<file path="src/rtl/player_ctrl_pkg.sv">
// Shared widths, slot index type and the lowest-free-slot search used by the
// player input controller.
package player_ctrl_pkg;

  localparam int NUM_MISSILES = 8;
  localparam int COL_W        = 12;
  localparam int LIFE_W       = 7;

  typedef logic [2:0]        slot_idx_t;
  typedef logic [LIFE_W-1:0] life_t;

  typedef struct packed {
    logic      found;
    slot_idx_t idx;
  } free_slot_t;

  // Scans high to low so the last hit, and therefore the result, is the lowest free index.
  function automatic free_slot_t find_free_slot(input logic [NUM_MISSILES-1:0] en);
    free_slot_t r;
    r.found = 1'b0;
    r.idx   = '0;
    for (int i = NUM_MISSILES - 1; i >= 0; i--) begin
      if (!en[i]) begin
        r.found = 1'b1;
        r.idx   = slot_idx_t'(i);
      end
    end
    return r;
  endfunction

endpackage

</file>
<file path="src/rtl/btn_debounce.sv">
// Two-flop synchronizer followed by a stable-state debouncer: the output flips
// only after DEBOUNCE_CYCLES consecutive clocks of disagreement.
module btn_debounce #(
  parameter int unsigned DEBOUNCE_CYCLES = 250000
) (
  input  logic vga_clk_i,
  input  logic vga_rst_i,
  input  logic btn_raw,
  output logic btn_stable
);

  localparam int CNT_W = $clog2(DEBOUNCE_CYCLES + 1);
  localparam logic [CNT_W-1:0] CNT_LAST = CNT_W'(DEBOUNCE_CYCLES - 1);

  logic             sync_1;
  logic             sync_2;
  logic [CNT_W-1:0] cnt;

  always_ff @(posedge vga_clk_i) begin
    if (vga_rst_i) begin
      sync_1     <= 1'b0;
      sync_2     <= 1'b0;
      btn_stable <= 1'b0;
      cnt        <= '0;
    end else begin
      sync_1 <= btn_raw;
      sync_2 <= sync_1;
      if (sync_2 != btn_stable) begin
        if (cnt == CNT_LAST) begin
          btn_stable <= sync_2;
          cnt        <= '0;
        end else begin
          cnt <= cnt + CNT_W'(1);
        end
      end else begin
        cnt <= '0;
      end
    end
  end

endmodule

</file>
<file path="src/rtl/player_input_ctrl.sv">
// Player control producer: debounced buttons, frame-rate column motion and
// 8-slot missile allocation. Define AUTOFIRE_EN to re-fire while fire is held.
module player_input_ctrl
  import player_ctrl_pkg::*;
#(
  parameter int unsigned      DEBOUNCE_CYCLES = 250000,
  parameter logic [COL_W-1:0] COL_MIN         = 12'd16,
  parameter logic [COL_W-1:0] COL_MAX         = 12'd608,
  parameter logic [COL_W-1:0] COL_RESET       = 12'd312,
  parameter int               STEP            = 4,
  parameter int               MISSILE_FRAMES  = 120,
  parameter int               FIRE_COOLDOWN   = 15,
  parameter bit               VS_ACTIVE_LOW   = 1'b1
) (
  input  logic                    vga_clk_i,
  input  logic                    vga_rst_i,
  input  logic                    vga_vs,
  input  logic                    btn_left_i,
  input  logic                    btn_right_i,
  input  logic                    btn_fire_i,
  output logic [COL_W-1:0]        btn_col,
  output logic [NUM_MISSILES-1:0] btn_missle_en,
  output logic                    launch_pulse,
  output logic [2:0]              launch_slot,
  output logic                    shot_dropped
);

  typedef logic signed [COL_W:0] scol_t;

  logic left_db, right_db, fire_db;

  btn_debounce #(.DEBOUNCE_CYCLES(DEBOUNCE_CYCLES)) u_db_left (
    .vga_clk_i(vga_clk_i), .vga_rst_i(vga_rst_i), .btn_raw(btn_left_i), .btn_stable(left_db)
  );
  btn_debounce #(.DEBOUNCE_CYCLES(DEBOUNCE_CYCLES)) u_db_right (
    .vga_clk_i(vga_clk_i), .vga_rst_i(vga_rst_i), .btn_raw(btn_right_i), .btn_stable(right_db)
  );
  btn_debounce #(.DEBOUNCE_CYCLES(DEBOUNCE_CYCLES)) u_db_fire (
    .vga_clk_i(vga_clk_i), .vga_rst_i(vga_rst_i), .btn_raw(btn_fire_i), .btn_stable(fire_db)
  );

  logic  vs_s1, vs_s2, vs_d, vs_edge, tick;
  logic  fire_prev, fire_rise;
  life_t life [NUM_MISSILES];
  life_t cooldown;
  logic  pending;

  // Tick is registered, giving two clocks from the synchronized vs edge to the outputs.
  assign vs_edge   = VS_ACTIVE_LOW ? (vs_d & ~vs_s2) : (~vs_d & vs_s2);
  assign fire_rise = fire_db & ~fire_prev;

  logic [COL_W-1:0] col_n;
  scol_t            col_dec, col_inc;

  always_comb begin
    col_n   = btn_col;
    col_dec = scol_t'({1'b0, btn_col}) - scol_t'(STEP);
    col_inc = scol_t'({1'b0, btn_col}) + scol_t'(STEP);
    if (tick) begin
      if (left_db && !right_db) begin
        col_n = (col_dec < scol_t'({1'b0, COL_MIN})) ? COL_MIN : col_dec[COL_W-1:0];
      end else if (right_db && !left_db) begin
        col_n = (col_inc > scol_t'({1'b0, COL_MAX})) ? COL_MAX : col_inc[COL_W-1:0];
      end
    end
  end

  logic [NUM_MISSILES-1:0] en_n;
  life_t                   life_n [NUM_MISSILES];
  life_t                   cd_n;
  logic                    pend_n, fire_req, lp_n, drop_n;
  slot_idx_t               slot_n;
  free_slot_t              free_s;

  // Tick order: age slots, age cooldown, then serve the pending shot against the aged slots.
  always_comb begin
    en_n     = btn_missle_en;
    life_n   = life;
    cd_n     = cooldown;
    pend_n   = pending;
    fire_req = 1'b0;
    lp_n     = 1'b0;
    drop_n   = 1'b0;
    slot_n   = '0;
    free_s   = '0;
    if (tick) begin
      for (int i = 0; i < NUM_MISSILES; i++) begin
        if (btn_missle_en[i]) begin
          life_n[i] = life[i] - life_t'(1);
          if (life_n[i] == '0) en_n[i] = 1'b0;
        end
      end
      if (cooldown != '0) cd_n = cooldown - life_t'(1);
`ifdef AUTOFIRE_EN
      fire_req = pending | (fire_db & (cd_n == '0));
`else
      fire_req = pending;
`endif
      if (fire_req) begin
        free_s = find_free_slot(en_n);
        if (free_s.found) begin
          en_n[free_s.idx]   = 1'b1;
          life_n[free_s.idx] = life_t'(MISSILE_FRAMES);
          cd_n               = life_t'(FIRE_COOLDOWN);
          lp_n               = 1'b1;
          slot_n             = free_s.idx;
        end else begin
          drop_n = 1'b1;
        end
        pend_n = 1'b0;
      end
    end
    if (fire_rise && (cd_n == '0) && !pend_n) pend_n = 1'b1;
  end

  always_ff @(posedge vga_clk_i) begin
    if (vga_rst_i) begin
      vs_s1         <= 1'b0;
      vs_s2         <= 1'b0;
      vs_d          <= 1'b0;
      tick          <= 1'b0;
      fire_prev     <= 1'b0;
      btn_col       <= COL_RESET;
      btn_missle_en <= '0;
      for (int i = 0; i < NUM_MISSILES; i++) life[i] <= '0;
      cooldown      <= '0;
      pending       <= 1'b0;
      launch_pulse  <= 1'b0;
      launch_slot   <= '0;
      shot_dropped  <= 1'b0;
    end else begin
      vs_s1         <= vga_vs;
      vs_s2         <= vs_s1;
      vs_d          <= vs_s2;
      tick          <= vs_edge;
      fire_prev     <= fire_db;
      btn_col       <= col_n;
      btn_missle_en <= en_n;
      life          <= life_n;
      cooldown      <= cd_n;
      pending       <= pend_n;
      launch_pulse  <= lp_n;
      launch_slot   <= slot_n;
      shot_dropped  <= drop_n;
    end
  end

endmodule

</file>
<file path="config.mk">
export PLATFORM = sky130hd
export DESIGN_NAME = player_input_ctrl
export DESIGN_NICKNAME = d
export VERILOG_FILES = /design/src/rtl/player_ctrl_pkg.sv /design/src/rtl/btn_debounce.sv /design/src/rtl/player_input_ctrl.sv
export SDC_FILE = /design/constraint.sdc
export NUM_CORES = 1
export LEC_CHECK = 0
export ABC_AREA = 1
export CELL_PAD_IN_SITES_DETAIL_PLACEMENT = 2
export CELL_PAD_IN_SITES_GLOBAL_PLACEMENT = 2
export CORE_UTILIZATION = 37
export DETAILED_ROUTE_END_ITERATION = 16
export GPL_TIMING_DRIVEN = 0
export PLACE_DENSITY_LB_ADDON = 0.12
export SYNTH_ARGS = -nofsm -noshare
export SYNTH_HDL_FRONTEND = slang
export SYNTH_SLANG_ARGS = --single-unit
</file>
<file path="constraint.sdc">
create_clock -name vga_clk_i -period 5.1 [get_ports vga_clk_i]
set_clock_uncertainty 0.2 [all_clocks]
set_input_delay 0.765 -clock vga_clk_i [delete_from_list [all_inputs] [get_ports vga_clk_i]]
set_output_delay 0.765 -clock vga_clk_i [all_outputs]
set_load 0.01 [all_outputs]
</file>
==> impl.org <==
** STA
- Static timing analysis puts the maximum clock frequency at 316 MHz.
- Setup violations, final :: 0
- Final worst path period share :: 0.621
- In the final timing run, aggregate negative setup slack is 0 ps.
- Worst slew margin relative to its limit :: 0.417
- Post-route minimum period :: ~3200 ps
- Max Transition Viols Final :: 0
- Slack of the critical path :: 1930 ps
- The number of hold-slack violations in the final timing report came to 0.
- Measured slew at the worst slew-check pin :: just under 900 ps
- Setup repair after global routing left no endpoint under its margin.

** Worst setup path
- Critical Path Max Stage Delay :: 410 ps
- At the worst endpoint, the arrival time is ~3300 ps.
- The critical path goes through inv_1, ha_1, xor2_1, nor3_1, nand3_1, nand2_1, nand2_1, nand2_1, nand2_1, nand2_1, nand2_1, nand2_2, nand2_2, nand2_1, a21oi_1.
- Most common cell type on the critical path :: nand2_1
- Max Fanout on Critical Path :: 8
- Slowest stage cell, crit path :: dfxtp_1
- At the worst endpoint, the required time is 5200 ps.
- WS Path Type :: register to register
- Slack of the worst reg-to-reg path :: around 1900 ps
- The worst setup path is launched from a register.
- Crit end category :: register

** Floorplan
- Die area :: 23900 um^2
- Initial Utilization :: 0.379
- Number of ports placed on the die boundary :: 31
- Width of the die :: 154 um
- Y dimension of the die :: 154 um
- Core ar. :: 22700 um^2
- Cell row count :: 55

** Routing
- # DRC :: 0
- Initial DRC count :: 296
- The routed design has ~30000 um of wire.
- In this run the remaining antenna-violating nets after routing total 0.
- Via count :: 8852
- In the final routed layout, each cell accounts on average for 18.6 um.
- Count of TritonRoute iterations in the first routing pass :: 4
- Drt via density :: 5.44

** Clocking
- Num CTS Buffers :: 17
- Number of gates given a new drive strength after cts :: 0
- TritonCTS clock tree :: done
- In this run the post-CTS setup repair buffer count came out at 0.
- After clock tree synthesis, the clock-pin slew on the worst setup and hold paths is around 70 ps.
- CTS built an H-tree with a depth of 4.
- Source-to-sink clock delay at the later pin of the worst-skew pair :: 450 ps
- Hold_buf cts :: 0
- Clock tree synthesis selected as its root buffer the cell clkbuf_16.
- The clock passes through at most 2 buffers.
- For this design, the sink count on the clock tree is 155.

** Global routing
- Total overflow reported by the global router :: 0
- Entering global routing, the biggest net connects 17 pins.
- Global-route wire length before repair :: 49900 um
- The number of antenna violations at the first check in global routing was 0.
- Number of global-route vias before repair :: 9525
- Across every metal layer, demand over resource in global routing totals 0.264.

** Logic synthesis
- Leading register cell type out of synthesis :: dfxtp_1
- Proportion of synthesized chip area in sequential cells :: 0.361
- Fraction of registers with async set/reset :: 0
- The synthesized design contains 155 register bits.
- Each instance of the synthesized netlist takes up on average 6.71 um^2.
- The synthesized design contains 0 enable-type register cells.
- Synthesis handed over a netlist of 1282 instances.
- The cell area that synthesis handed to floorplanning was about 8600 um^2.
- Warnings from Yosys :: 0
- Count of distinct cell types in the synthesized netlist :: 43

** Placement
- Pre-CTS setup slack :: 1960 ps
- After detailed placement, the design holds a cell count of 1595.
- Detailed placement ended at an HPWL of about 21000 um.
- Count of input and output buffers :: 27
- Cell area after placement :: 9230 um^2
- At the end of routability-driven placement, the weighted congestion stood at slightly below 0.8.

** Final layout
- Share of cells above drive strength 1 :: 0.0522
- Commonest cells after routing, fill and taps aside :: nand2_1, dfxtp_1, inv_1, nor2_1, a21oi_1
- Number of nets in the layout :: approximately 1400
- Post-layout instance count excluding filler cells :: 1627
- Final antenna diode count :: 0
- From synthesis to final layout, the design area changed by 13.8%.
- Fill cells in the final layout number 2802.
- After routing the design area is 9790 um^2.
- Most frequent standard cell in the layout excluding fill and tap cells :: nand2_1

** Power and ir drop
- Switching fraction of total power :: 0.265
- Part of the total power dissipated in combinational logic :: 0.038
- Total internal power :: 1.89 mW
- Power Total :: 2.57 mW
- For this design the total switching power over the nets is 0.683 mW.
- Clock network power share :: 0.483
- The share of total power dissipated in sequential elements is 0.478.
- Worst voltage drop across the vdd grid :: 0.165 mV
- Static leakage power :: 3.95 nW
- In this run the power density over the cells is 263 nW/um^2.

** Outcome
- Outcome :: finished, final reports clean

** Flow run
- Max-Cap Viols :: 0

** Worst hold path
- Worst min path class :: register to register
per-layer routing:
metal / track usage / share of wire / vias up / routed length [um]
met5: 0 / 0 / - / 0
met4: 0.0712 / 0.015 / 0 / 450
met3: 0.0319 / 0.025 / 40 / 748
met2: 0.474 / 0.50 / 87 / 15200
met1: 0.332 / 0.46 / 4399 / 13800
li1: - / - / 4326 / -
sequential cells by signal, indices dropped and copies added (netlist names), 3 cells and up:
register / cells
launch_slot: 3
u_db_right.cnt: 18
cooldown: 7
life: 56
btn_missle_en: 8
u_db_left.cnt: 18
btn_col: 10
u_db_fire.cnt: 18
layout make-up:
cell class | count | area [um^2] | share of cell area
timing repair buffer | 27 | 270 | 0.0276
buffer | 40 | 161 | 0.0165
multi-input combinational | 924 | 4720 | 0.483
tap | 285 | 357 | 0.0364
clock inverter | 15 | 131 | 0.0134
clock buffer | 17 | 425 | 0.0435
sequential | 155 | 3100 | 0.317
inverter | 164 | 616 | 0.0629
final timing paths:
path | start | endpoint | depth (start not counted)
worst min register to register | u_db_left.sync_1 | u_db_left.sync_2 | 2
worst min-delay path | u_db_left.sync_1 | u_db_left.sync_2 | 2
worst max register to register | life[0] | life[26] | 15
worst max-delay path | life[0] | life[26] | 15
critical path, delay by kind of cell, from the launching register on:
family	cells	cell delay [ps]
compound gates	1	130
flops	1	410
simple gates	11	1590
xor+xnor	1	210
buf+inv	1	160
fa+ha+maj	1	330
synthesized netlist by cell type, types with 2 or more instances:
master | n | area share
nor3_1 | 38 | 0.022
buf_1 | 4 | 0.0017
o21a_1 | 3 | 0.0026
clkbuf_1 | 31 | 0.014
nor2_4 | 2 | 0.0026
o21ai_1 | 7 | 0.0041
o211ai_1 | 8 | 0.0070
a22o_1 | 2 | 0.0020
xor2_1 | 21 | 0.021
buf_2 | 2 | 0.0012
nand3_1 | 84 | 0.049
nor3_2 | 4 | 0.0047
inv_2 | 5 | 0.0022
xnor2_1 | 16 | 0.016
nand2_1 | 259 | 0.11
or2_2 | 6 | 0.0044
a211oi_1 | 14 | 0.012
dfxtp_1 | 155 | 0.36
clkinv_1 | 6 | 0.0026
a31oi_1 | 6 | 0.0044
nand3b_1 | 16 | 0.014
nand4_1 | 33 | 0.024
nand2_2 | 5 | 0.0036
o22ai_1 | 2 | 0.0015
nor2_1 | 149 | 0.065
o21ai_0 | 84 | 0.049
inv_1 | 153 | 0.067
nand2_4 | 2 | 0.0026
a21oi_1 | 109 | 0.063
and3_1 | 2 | 0.0015
nor4_1 | 5 | 0.0036
nor3b_1 | 9 | 0.0079
buf_4 | 2 | 0.0017
nor2_2 | 5 | 0.0036
nand3_2 | 2 | 0.0023
ha_1 | 24 | 0.035
power by group through the flow:
stage,registers [mW],logic (mW),clock network [mW]
4_1_cts,1.23,0.100,1.27
5_1_grt,1.23,0.111,1.31
3_3_place_gp,1.26,0.0926,0
2_1_floorplan,1.25,0.0626,0
6_report,1.23,0.0990,1.24
3_5_place_dp,1.26,0.0972,0
metrics by stage:
step	util	hold slack (ps)
after floorplan	-	188
after global placement	0.407	203
after detailed placement	0.407	213
after global routing	0.431	269
after CTS	0.431	236
final	0.431	239
logic make-up after synthesis:
group | synth area share
buf+inv | 0.0903
other cells | 0.000436
compound gates | 0.150
simple gates | 0.326
fa+ha+maj | 0.0349
flops | 0.361
xor+xnor | 0.0377
(Power assumes the default switching activity.)
